===== config.mk =====
export PLATFORM = sky130hd
export DESIGN_NAME = tama_input_conditioner
export DESIGN_NICKNAME = d
export VERILOG_FILES = /design/src/rtl/tama_pkg.sv /design/src/rtl/input_debounce.sv /design/src/rtl/tama_input_conditioner.sv
export SDC_FILE = /design/constraint.sdc
export NUM_CORES = 1
export LEC_CHECK = 0
export BUFFER_PORTS_ARGS = -buffer_cell sky130_fd_sc_hd__buf_4
export CORE_AREA = 2 2 126 128
export DETAILED_ROUTE_END_ITERATION = 10
export DIE_AREA = 0 0 128 130
export PLACE_DENSITY = 0.66
export SYNTH_ARGS = -nofsm -noshare
export SYNTH_HDL_FRONTEND = slang
export SYNTH_SLANG_ARGS = --single-unit

===== constraint.sdc =====
create_clock -name clk -period 2.5 [get_ports clk]
set_input_delay 0.25 -clock clk [delete_from_list [all_inputs] [get_ports clk]]
set_output_delay 0.25 -clock clk [all_outputs]
set_load 0.03 [all_outputs]

===== src/rtl/tama_pkg.sv =====
// Shared constants for the pet input front end: test-hold FSM encoding,
// edge-select codes and the ms-to-cycles helper.
package tama_pkg;

  localparam logic [1:0] ST_IDLE    = 2'd0;
  localparam logic [1:0] ST_HOLDING = 2'd1;
  localparam logic [1:0] ST_FIRED   = 2'd2;

  localparam logic EDGE_RISE = 1'b0;
  localparam logic EDGE_FALL = 1'b1;

  function automatic int msToCycles(input int clkFreq, input int ms);
    return clkFreq / 1000 * ms;
  endfunction

endpackage


===== src/rtl/input_debounce.sv =====
// One input channel: synchroniser, optional inversion, stable-time debounce
// and a registered one-shot on the selected edge of the debounced level.
module input_debounce
  import tama_pkg::*;
#(
  parameter int   DB_CYC      = 4,
  parameter int   SYNC_STAGES = 2,
  parameter logic RST_VAL     = 1'b1,
  parameter logic INVERT      = 1'b1,
  parameter logic EDGE        = EDGE_RISE
) (
  input  logic clk,
  input  logic rst,
  input  logic raw,
  output logic stable,
  output logic evt_pulse
);

  localparam int             CW         = $clog2(DB_CYC) + 1;
  localparam logic [CW-1:0]  CNT_LAST   = CW'(DB_CYC - 1);
  localparam logic           STABLE_RST = RST_VAL ^ INVERT;

  logic [SYNC_STAGES-1:0] syncQ;
  logic [CW-1:0]          cnt;
  logic                   synced;
  logic                   stableQ;
  logic                   edgeSeen;

  assign synced   = syncQ[SYNC_STAGES-1] ^ INVERT;
  assign edgeSeen = (EDGE == EDGE_RISE) ? (stable & ~stableQ) : (~stable & stableQ);

  // Any sample that agrees with the stable level restarts the stability count.
  always_ff @(posedge clk) begin
    if (rst) begin
      syncQ     <= {SYNC_STAGES{RST_VAL}};
      cnt       <= '0;
      stable    <= STABLE_RST;
      stableQ   <= STABLE_RST;
      evt_pulse <= 1'b0;
    end else begin
      syncQ     <= {syncQ[SYNC_STAGES-2:0], raw};
      stableQ   <= stable;
      evt_pulse <= edgeSeen;
      if (synced != stable) begin
        if (cnt == CNT_LAST) begin
          stable <= synced;
          cnt    <= '0;
        end else begin
          cnt <= cnt + 1'b1;
        end
      end else begin
        cnt <= '0;
      end
    end
  end

endmodule


===== src/rtl/tama_input_conditioner.sv =====
// Conditions the raw buttons and sensors into single-cycle events for the pet
// FSM; the test button only reports a long press.
//
//   state      | meaning
//   ST_IDLE    | test button released, waiting for a debounced press
//   ST_HOLDING | test button pressed, counting toward the hold time
//   ST_FIRED   | hold time reached and pulse sent, waiting for release
module tama_input_conditioner
  import tama_pkg::*;
#(
  parameter int CLK_FREQ    = 50000000,
  parameter int DEBOUNCE_MS = 20,
  parameter int HOLD_MS     = 3000,
  parameter int SYNC_STAGES = 2
) (
  input  logic clk,
  input  logic rst,
  input  logic btn_feed_n,
  input  logic btn_heal_n,
  input  logic btn_mode_n,
  input  logic btn_test_n,
  input  logic light_raw,
  input  logic echo_raw,
  output logic feed_pulse,
  output logic heal_pulse,
  output logic mode_pulse,
  output logic test_pulse,
  output logic light_out_pulse,
  output logic echo_pulse,
  output logic light_dark
);

  localparam int            DB_CYC    = msToCycles(CLK_FREQ, DEBOUNCE_MS);
  localparam int            HOLD_CYC  = msToCycles(CLK_FREQ, HOLD_MS);
  localparam int            HW        = $clog2(HOLD_CYC) + 1;
  localparam logic [HW-1:0] HOLD_LAST = HW'(HOLD_CYC - 1);

  logic feedStableUnused;
  logic healStableUnused;
  logic modeStableUnused;
  logic echoStableUnused;
  logic testEvtUnused;
  logic testPressed;
  logic lightLevel;

  input_debounce #(.DB_CYC(DB_CYC), .SYNC_STAGES(SYNC_STAGES), .RST_VAL(1'b1),
                   .INVERT(1'b1), .EDGE(EDGE_RISE))
  uFeed (.clk(clk), .rst(rst), .raw(btn_feed_n), .stable(feedStableUnused), .evt_pulse(feed_pulse));

  input_debounce #(.DB_CYC(DB_CYC), .SYNC_STAGES(SYNC_STAGES), .RST_VAL(1'b1),
                   .INVERT(1'b1), .EDGE(EDGE_RISE))
  uHeal (.clk(clk), .rst(rst), .raw(btn_heal_n), .stable(healStableUnused), .evt_pulse(heal_pulse));

  input_debounce #(.DB_CYC(DB_CYC), .SYNC_STAGES(SYNC_STAGES), .RST_VAL(1'b1),
                   .INVERT(1'b1), .EDGE(EDGE_RISE))
  uMode (.clk(clk), .rst(rst), .raw(btn_mode_n), .stable(modeStableUnused), .evt_pulse(mode_pulse));

  input_debounce #(.DB_CYC(DB_CYC), .SYNC_STAGES(SYNC_STAGES), .RST_VAL(1'b1),
                   .INVERT(1'b1), .EDGE(EDGE_RISE))
  uTest (.clk(clk), .rst(rst), .raw(btn_test_n), .stable(testPressed), .evt_pulse(testEvtUnused));

  // Light event is the onset of darkness, i.e. the falling edge of the light level.
  input_debounce #(.DB_CYC(DB_CYC), .SYNC_STAGES(SYNC_STAGES), .RST_VAL(1'b1),
                   .INVERT(1'b0), .EDGE(EDGE_FALL))
  uLight (.clk(clk), .rst(rst), .raw(light_raw), .stable(lightLevel), .evt_pulse(light_out_pulse));

  input_debounce #(.DB_CYC(DB_CYC), .SYNC_STAGES(SYNC_STAGES), .RST_VAL(1'b0),
                   .INVERT(1'b0), .EDGE(EDGE_RISE))
  uEcho (.clk(clk), .rst(rst), .raw(echo_raw), .stable(echoStableUnused), .evt_pulse(echo_pulse));

  logic [1:0]    testState;
  logic [HW-1:0] hcnt;
  logic          testPulseQ;
  logic          lightDarkQ;

  always_ff @(posedge clk) begin
    if (rst) begin
      testState  <= ST_IDLE;
      hcnt       <= '0;
      testPulseQ <= 1'b0;
    end else begin
      testPulseQ <= 1'b0;
      case (testState)
        ST_IDLE: begin
          if (testPressed) begin
            testState <= ST_HOLDING;
            hcnt      <= '0;
          end
        end
        ST_HOLDING: begin
          if (!testPressed) begin
            testState <= ST_IDLE;
          end else if (hcnt == HOLD_LAST) begin
            testState  <= ST_FIRED;
            testPulseQ <= 1'b1;
          end else begin
            hcnt <= hcnt + 1'b1;
          end
        end
        ST_FIRED: begin
          if (!testPressed) testState <= ST_IDLE;
        end
        default: testState <= ST_IDLE;
      endcase
    end
  end

  // Registered so the dark level moves in the same cycle as light_out_pulse.
  always_ff @(posedge clk) begin
    if (rst) lightDarkQ <= 1'b0;
    else     lightDarkQ <= ~lightLevel;
  end

  assign test_pulse = testPulseQ;
  assign light_dark = lightDarkQ;

endmodule


==> results.yml, run 1 <==
synth:
  synth-edff-count: 0
  synthCells: 888
  yosysTopAreaCellShare_pct: 47.4
  synth_area_leader_cell: "dfxtp_1"
  synth_nets: 903
  ys_ff_latch: 187
  synth_cell_types: 52
  syn_area_um2: 7900
  ys_seq_area_share_pct: 47.4
  yosys_warnings: 0
  syn_avg_cell_area_um2: 8.90
  synthArstFlopShare_pct: 0
  synth_area_leaders: "dfxtp_1 (47%), xor2_1 (9.5%), nor2_1 (8.3%)"
  synthFlopType: "dfxtp_1"
pwr:
  switching_power_mw: 1.15
  p_sw_share_pct: 20.1
  p_leak_nw: 2.91
  peakVddDrop_mv: 0.425
  seq_power_share_pct: 52.4
  internal_power_mw: 4.57
  power.density_nw_per_um2: 643
  p_clk_share_pct: 46.4
  pwr-share-comb_pct: 1.2
placed_design:
  io_buffers: 14
  dp_cells: 1084
  place_congestion: 0.782
  dp_hpwl_mm: 9.08
  place_area_um2: 8260
  placement.setup.worst_slack_ns: 0.482
floorplan:
  die_x_um: 128
  dieArea_um2: 16600
  die_h_um: 130
  core-area_um2: 15400
  initial_core_util_pct: 51.2
  fp-row-count: 46
  io_pins: 15
final_layout:
  multi_input_area_um2: 3960
  nets: 930
  layout_commonest_cell: "dfxtp_1"
  mostFrequentLayoutCells: "dfxtp_1 (187), nor2_1 (174), xor2_1 (86)"
  final_area_um2: 8890
  n_fill_cell: 1419
  seq_area_um2: 3740
  num_antenna_cells: 0
  area_delta_synth_final_pct: 12.5
  stdcell_count: 1120
  drive_above_1_share_pct: 8.94
clock_tree:
  cts_tree: "done"
  cts.sinks: 187
  post_cts_buffers: 0
  root_buffer: "clkbuf_16"
  clock_latency_ns: 0.43
  clk_pin_slew_ns: 0.07
  numCtsBuffers: 17
  htreeDepth: 4
  clk_path_buf_depth: 2
timing:
  slew_viol_final: 0
  max_clock_freq_mhz: 480
  setup-violations-final: 0
  tns_ns: 0
  fin_crit_ns: 2.09
  skew_ns: 0.00787
  slew_headroom_pct: 51.6
  worst_slack_ns: 0.415
  rsz0062_at_grt: "no"
  worst_slew_pin_slew_ns: 0.719
  finalHoldViolCount: 0
  period_share_pct: 83.4
setup_path:
  cp.required_ns: 2.86
  crit_fanout: 6
  start_kind: "flop"
  worst_setup_path_end_kind: "flop"
  crit_path_top_delay_cell: "nor4_1"
  critPathKind: "reg -> reg"
  crit_chain: "ha_1 -> nand4b_1 -> nor4_1 -> nand3_1 -> or3_1 -> a21oi_1"
  critPathMaxStageDelay_ns: 0.46
  worst-path-buf-inv: 0
  arrival_ns: 2.44
  crit_family: "simple AND/OR/NAND/NOR gates"
route:
  topRoutingLayerUsed: "met4"
  wl_met3_um: 333
  ant_nets: 0
  drt_iter0_markers: 260
  post-route-drc-count: 0
  wl_met2_mm: 6.00
  routedLengthMet1_mm: 6.95
  via_per_inst: 5.17
  wl_mm: 13.5
  firstDrtPassIters: 4
  vias: 5787
  wl_per_cell_um: 12.0
global_routing:
  grt_pass1_vias: 5399
  grt_usage_pct: 17.6
  grt_max_degree: 41
  antenna_found_initial: 0
  gr-total-overflow: 0
  grt_pass1_wl_mm: 24.1
status:
  status: "complete, no violations"
flow_run:
  cap_viol_max_count: 0
hold_path:
  hold_path.class: "in -> reg"
power groups by stage:
stage / logic, mW / registers, mW / clock network [mW]
global route: 0.0749 / 3.00 / 2.86
finish: 0.0662 / 3.00 / 2.65
floorplan: 0.0406 / 3.06 / 0
CTS: 0.0678 / 3.00 / 2.74
global placement: 0.0628 / 3.06 / 0
detailed placement: 0.0628 / 3.06 / 0
path summary, 6_finish.rpt:
path | startpoint | endpoint | slack, ns | cells after the start
setup / recovery | hcnt[0] | hcnt[24] | 0.41 | 6
hold / removal | btn_mode_n | uMode.syncQ[0] | 0.02 | 2
setup reg to reg | hcnt[0] | hcnt[24] | 0.41 | 6
hold reg to reg | uEcho.stableQ | uEcho.evt_pulse | 0.38 | 1
layer usage:
layer,vias to the layer above,track usage (%)
met3,14,4.22
li1,3070,-
met4,0,6.53
met2,42,28.3
met1,2661,23.3
met5,-,0
cell type report:
class,count,share of cell area [%]
multi-input cells,651,44.5
flip-flops and latches,187,42.1
clock buffers,22,5.34
repair buffers,34,2.98
well taps,192,2.70
clock inverters,10,1.31
inverters,24,1.01
sequential cells by signal, summed over array words and instances, names as in the netlist, 21 cells and up:
signal	flops
uFeed.cnt	21
uHeal.cnt	21
uEcho.cnt	21
uTest.cnt	21
uMode.cnt	21
hcnt	29
uLight.cnt	21
cell usage after synthesis (all sizes together) (2+ instances only):
cell type    n
a211oi       2
a21oi        5
a31oi        3
and2         3
and3        18
and4        12
buf         10
clkbuf      16
dfxtp      187
ha           7
inv         24
mux2i        7
nand2       52
nand2b       2
nand3       58
nand3b       2
nand4       46
nand4b       2
nor2       174
nor2b       13
nor3        27
nor3b        2
nor4        19
nor4b       10
o21ai        6
or2         15
or3         13
or4          3
xnor2       53
xor2        86
per-stage QoR:
| step | power (mW) | utilization, % | hold slack, ns |
|---|---|---|---|
| CTS | 5.80 | 57.6 | 0.00620 |
| global placement | 3.13 | 53.5 | 0.371 |
| global route | 5.93 | 57.6 | 0.0127 |
| finish | 5.72 | 57.6 | 0.0207 |
| floorplan | 3.10 | - | 0.354 |
| detailed placement | 3.13 | 53.5 | 0.374 |
repair_timing:
item / CTS / global route
hold endpoints to repair: 4 / 0
hold buffers: 4 / 0
gates resized for setup: 0 / 0
cell families (layout without fill, tap and decap cells):
kind of cell / Yosys count / count (layout) / share of synthesized area [%]
AND/OR/NAND/NOR: 474 / 474 / 30.6
flip-flops: 187 / 187 / 47.4
multiplexers: 7 / 7 / 0.887
adder cells (fa/ha/maj): 7 / 7 / 1.11
XOR/XNOR: 139 / 139 / 15.4
buffers and inverters: 50 / 90 / 2.50
AO/OA/AOI/OAI: 24 / 24 / 2.11
(Power assumes the default switching activity.)
==> run 2, diff against run 1 <==
Settings changed: ABC_AREA set to 1, CORE_AREA 2 2 126 128 to 2 2 134 136, DIE_AREA 0 0 128 130 to 0 0 136 138, PLACE_DENSITY 0.66 to 0.69.
Clock period 2.5 ns to 1.7 ns, I/O delays scaled along.
==> run 2 against run 1 <==
Effect of this change:
- non-clock buffer count grew 61
- wire length up 47%
- highest routed layer unchanged
- sequential power is 47% higher
- register-to-register slack worse by 0.37 ns
- global-route usage increased by 3.4 points
- largest cell class unchanged
- critical path depth rose by 5
- flip-flop and latch count is the same
==> results.yml, run 2 <==
synth:
  synth_area_leaders: "dfxtp_1 (41%), nand2_1 (12%), nor2_1 (11%)"
  synthFlopType: "dfxtp_1"
  yosysMostFrequentCell: "nand2_1"
  synth_nets: 1341
  synthCells: 1326
  synth_area_leader_cell: "dfxtp_1"
  synth-edff-count: 0
  yosys_warnings: 0
  synthArstFlopShare_pct: 0
  synth_cell_types: 34
  syn_area_um2: 9050
  netlist_top_cells_count: "nand2_1 (300), nor2_1 (255), dfxtp_1 (187)"
  syn_avg_cell_area_um2: 6.83
  yosysTopAreaCellShare_pct: 41.4
  ys_ff_latch: 187
  ys_seq_area_share_pct: 41.4
timing:
  finalHoldViolCount: 0
  tns_ns: 0
  setup-violations-final: 0
  skew_ns: 0.00687
  rsz0062_at_grt: "yes"
  max_clock_freq_mhz: 604
  worst_slew_pin_slew_ns: 0.451
  slew_headroom_pct: 69.9
  period_share_pct: 97.5
  fin_crit_ns: 1.66
  slew_viol_final: 0
pwr:
  p_leak_nw: 3.77
  peakVddDrop_mv: 0.866
  p_total_mw: 8.33
  power.density_nw_per_um2: 768
setup_path:
  reg2regPathDepth: 11
  r2r_end: "uLight.cnt[11]"
  crit_fanout: 10
  arrival_ns: 1.98
  r2r_slack_ns: 0.04
  r2r-start: "uLight.cnt[1]"
  critPathKind: "reg -> reg"
  cp.required_ns: 2.02
  worst_setup_path_end_kind: "flop"
  start_kind: "flop"
final_layout:
  area_delta_synth_final_pct: 19.8
  nets: 1435
  final_area_um2: 10800
  max_flop_register: "hcnt"
  num_antenna_cells: 0
  layout_commonest_cell: "nand2_1"
  fin_util_pct: 61.8
  largest_reg_flops: 29
  stdcell_count: 1662
  multi_input_area_um2: 4810
  drive_above_1_share_pct: 17.0
  mostFrequentLayoutCells: "nand2_1 (288), nor2_1 (240), dfxtp_1 (165)"
  n_fill_cell: 1644
  seq_area_um2: 3770
floorplan:
  fp-row-count: 49
  io_pins: 15
  core-area_um2: 17500
  die_x_um: 136
  initial_core_util_pct: 51.6
  dieArea_um2: 18800
  die_h_um: 138
clock_tree:
  numCtsBuffers: 17
  htreeDepth: 4
  cts.sinks: 187
  clk_path_buf_depth: 2
  clock_latency_ns: 0.43
  cts_tree: "done"
  root_buffer: "clkbuf_16"
  clk_pin_slew_ns: 0.07
global_routing:
  antenna_found_initial: 0
  grt_pass1_vias: 7547
  grt_pass1_wl_mm: 32.9
  grt_max_degree: 40
  grt_usage_pct: 21.0
  gr-total-overflow: 0
placed_design:
  dp_cells: 1612
  place_area_um2: 9850
  place_congestion: 0.932
  dp_hpwl_mm: 13.7
  io_buffers: 14
hold_path:
  hold_depth: 3
  worstHoldStart: "rst"
  hold_path_end: "uLight.stable"
  hold_path.class: "in -> reg"
route:
  via_per_inst: 5.07
  wl_per_cell_um: 11.9
  firstDrtPassIters: 5
  vias: 8427
  ant_nets: 0
  post-route-drc-count: 0
  wl_mm: 19.8
  drt_iter0_markers: 424
status:
  status: "complete, no violations"
flow_run:
  cap_viol_max_count: 0
## run 2: changes by cell type after synthesis, sizes merged, moves of 44 or more
cell and change:
nand2 +252, nor2 +86, xnor2 -44, inv +125, xor2 -45, a21oi +65
## run 2: metrics by stage
step / hold slack (ns) / setup slack (ns)
global route: 0.237 / -0.0576
floorplan: 0.274 / 0.0684
global placement: 0.356 / 0.0638
finish: 0.207 / 0.0433
CTS: 0.208 / 0.00346
detailed placement: 0.357 / 0.0552
## run 2: kinds of logic (layout without fill, tap and decap cells)
| family | count (synthesis) | after routing | synth area share, % |
|---|---|---|---|
| compound gates | 95 | 95 | 5.57 |
| xor+xnor | 50 | 50 | 4.84 |
| fa+ha+maj | 7 | 7 | 0.967 |
| buf+inv | 172 | 279 | 7.64 |
| flops | 187 | 187 | 41.4 |
| simple gates | 815 | 815 | 39.6 |
## run 2: per-layer routing
| metal | vias to the layer above | track usage, % | routed length, µm |
|---|---|---|---|
| li1 | 4442 | - | - |
| met1 | 3829 | 28.3 | 9400 |
| met2 | 123 | 33.7 | 9330 |
| met3 | 33 | 4.11 | 673 |
| met4 | 0 | 6.85 | 355 |
| met5 | - | 0 | 0 |
## run 2: critical path, stage by stage (launching register included)
cell,delay [ns]
dfxtp_4,0.37
ha_4,0.14
nand2_2,0.06
nor2_4,0.14
inv_2,0.06
nor2_4,0.12
nand2_2,0.08
nor2_4,0.12
nand2_2,0.09
nand3_4,0.15
clkbuf_16,0.18
nor3_1,0.04
## run 2: worst max-delay path by stage
| stage | to | slack (ns) | start |
|---|---|---|---|
| after floorplan | hcnt[0] | 0.07 | hcnt[0] |
| after global placement | uHeal.cnt[14] | 0.06 | uHeal.cnt[1] |
| after detailed placement | uHeal.cnt[14] | 0.06 | uHeal.cnt[1] |
| after CTS | uLight.cnt[20] | 0.003 | uLight.cnt[1] |
| after global routing | uLight.cnt[5] | -0.06 | uLight.cnt[1] |
| final | uLight.cnt[11] | 0.04 | uLight.cnt[1] |
## run 2: layout make-up
class                           instances  share of cell area, %
Sequential cell                       187                   34.8
Timing Repair Buffer                   95                   7.61
Timing Repair inverter                  1                 0.0692
Clock inverter                         15                   1.26
Inverter                              151                   5.34
Tap cell                              229                   2.64
Multi-Input combinational cell        967                   44.4
Clock buffer                           17                   3.92
## run 2: where the power goes
| part | switching [mW] | leakage [nW] | total (mW) | internal (mW) |
|---|---|---|---|---|
| Clock | 1.86 | 0.255 | 3.78 | 1.92 |
| Combinational | 0.0785 | 2.00 | 0.143 | 0.0644 |
| Sequential | 0.00883 | 1.52 | 4.40 | 4.39 |
| Total | 1.95 | 3.77 | 8.33 | 6.38 |
## run 2: what timing repair did
item / CTS / global route
setup endpoints to repair: 0 / 88
endpoints found under the hold margin: 6 / 0
setup buffers: 0 / 9
gates resized for setup: 0 / 85
hold buffers: 6 / 0
==> run 3, diff against run 2 <==
Settings changed: BUFFER_PORTS_ARGS -buffer_cell sky130_fd_sc_hd__buf_4 to not set, DONT_BUFFER_PORTS set to 1, PLACE_DENSITY 0.69 to 0.68.
==> run 3 against run 2 <==
Effect of this change:
- worst setup slack got worse by 0.020 ns
- flip-flop and latch count did not move
- power rose by 5.8%
- wire length barely moved
- worst hold slack got worse by 0.20 ns
- first-iteration DRC count rose by 3.1%
- clock skew rose by 0.00098 ns
- cell area fell by 0.69%
- non-clock buffer count fell by 26
- count of clock-buffer cells in the layout did not move
- largest cell class unchanged
==> results.yml, run 3 (synthesized netlist as in run 2, its figures left out) <==
placed_design:
  io_buffers: 0
  dp_cells: 1590
  place_area_um2: 9700
  place_congestion: 0.885
  placement.setup.worst_slack_ns: -0.00545
  dp_hpwl_mm: 13.6
final_layout:
  multi_input_area_um2: 4840
  mostFrequentLayoutCells: "nand2_1 (289), nor2_1 (238), dfxtp_1 (169)"
  final_area_um2: 10800
  max_flop_register: "hcnt"
  n_fill_cell: 1644
  nets: 1409
  stdcell_count: 1636
  largest_reg_flops: 29
  layout_commonest_cell: "nand2_1"
  seq_area_um2: 3770
  drive_above_1_share_pct: 14.8
  num_antenna_cells: 0
  area_delta_synth_final_pct: 18.9
  fin_util_pct: 61.4
status:
  status: "complete, no violations"
global_routing:
  grt_max_degree: 39
  antenna_found_initial: 0
  gr-total-overflow: 0
  grt_pass1_vias: 7691
  grt_pass1_wl_mm: 33.8
  grt_usage_pct: 21.6
clock_tree:
  numCtsBuffers: 17
  clk_path_buf_depth: 2
  clk_pin_slew_ns: 0.07
  clock_latency_ns: 0.43
  htreeDepth: 4
  cts.sinks: 187
  cts_tree: "done"
  root_buffer: "clkbuf_16"
pwr:
  peakVddDrop_mv: 1.01
  p_leak_nw: 3.71
  power.density_nw_per_um2: 819
floorplan:
  io_pins: 15
  dieArea_um2: 18800
  fp-row-count: 49
  initial_core_util_pct: 51.6
  die_h_um: 138
  core-area_um2: 17500
  die_x_um: 136
timing:
  worst_slew_pin_slew_ns: 0.421
  finalHoldViolCount: 0
  skew_ns: 0.00785
  setup-violations-final: 0
  tns_ns: 0
  slew_headroom_pct: 71.7
  worst_slack_ns: 0.0233
  slew_viol_final: 0
  fin_crit_ns: 1.68
  max_clock_freq_mhz: 596
  rsz0062_at_grt: "yes"
  period_share_pct: 98.6
route:
  via_per_inst: 5.07
  wl_mm: 19.8
  wl_per_cell_um: 12.1
  drt_iter0_markers: 437
  ant_nets: 0
  vias: 8290
  firstDrtPassIters: 5
  post-route-drc-count: 0
setup_path:
  crit_fanout: 6
  cp.required_ns: 2.01
  r2r_slack_ns: 0.02
  critPathKind: "reg -> reg"
  start_kind: "flop"
  arrival_ns: 1.99
  worst_setup_path_end_kind: "flop"
flow_run:
  cap_viol_max_count: 0
hold_path:
  hold_path.class: "in -> reg"
run 3: repair_timing:
item | in CTS | in global routing
pin swaps | 0 | 23
cloned | 0 | 2
hold endpoints to repair | 41 | 0
setup endpoints to repair | 1 | 98
hold buffers | 7 | 0
setup buffers | 0 | 5
gates resized for setup | 1 | 85
run 3: final timing paths:
check                      from         endpoint  cells past startpoint
setup / recovery        hcnt[1]         hcnt[11]                     10
hold reg to reg   uMode.stableQ  uMode.evt_pulse                      1
setup reg to reg        hcnt[1]         hcnt[11]                     10
hold / removal              rst          hcnt[4]                      2
run 3: metal layers:
metal  up-vias  share of wire, %  track usage (%)
li1       4384                 -                -
met1      3757                47             28.6
met2       120                48             35.8
met3        29               3.5             4.03
met4         0               1.4             6.63
met5         -                 0                0
run 3: final cells by class:
cell class / instances / share of cell area [%]
repair buffers: 69 / 6.07
clock buffers: 17 / 3.95
multi-input cells: 967 / 44.9
well taps: 229 / 2.66
flip-flops and latches: 187 / 35.0
repair inverters: 1 / 0.0697
clock inverters: 15 / 1.96
inverters: 151 / 5.35
run 3: critical path, cell delays in order, from the launching register on:
cell	delay (ns)
dfxtp_2	0.36
ha_4	0.15
nand3_4	0.11
clkinv_4	0.09
nand3_4	0.07
nor2_4	0.14
nand3_4	0.11
nand2_4	0.14
clkinvlp_4	0.20
nand2_2	0.12
a21oi_2	0.06
run 3: through the flow:
step                hold WS, ns  power [mW]
finish                  0.00840        8.81
detailed placement        0.248        4.60
global route             0.0107        9.12
floorplan                 0.274        4.57
global placement          0.245        4.60
CTS                      0.0139        8.91
run 3: power by group:
part / switching (mW) / leakage [nW] / total [mW] / internal, mW
Sequential: 0.00973 / 1.52 / 4.40 / 4.39
Clock: 1.79 / 0.302 / 4.28 / 2.49
Combinational: 0.0714 / 1.89 / 0.125 / 0.0539
Total: 1.88 / 3.71 / 8.81 / 6.94
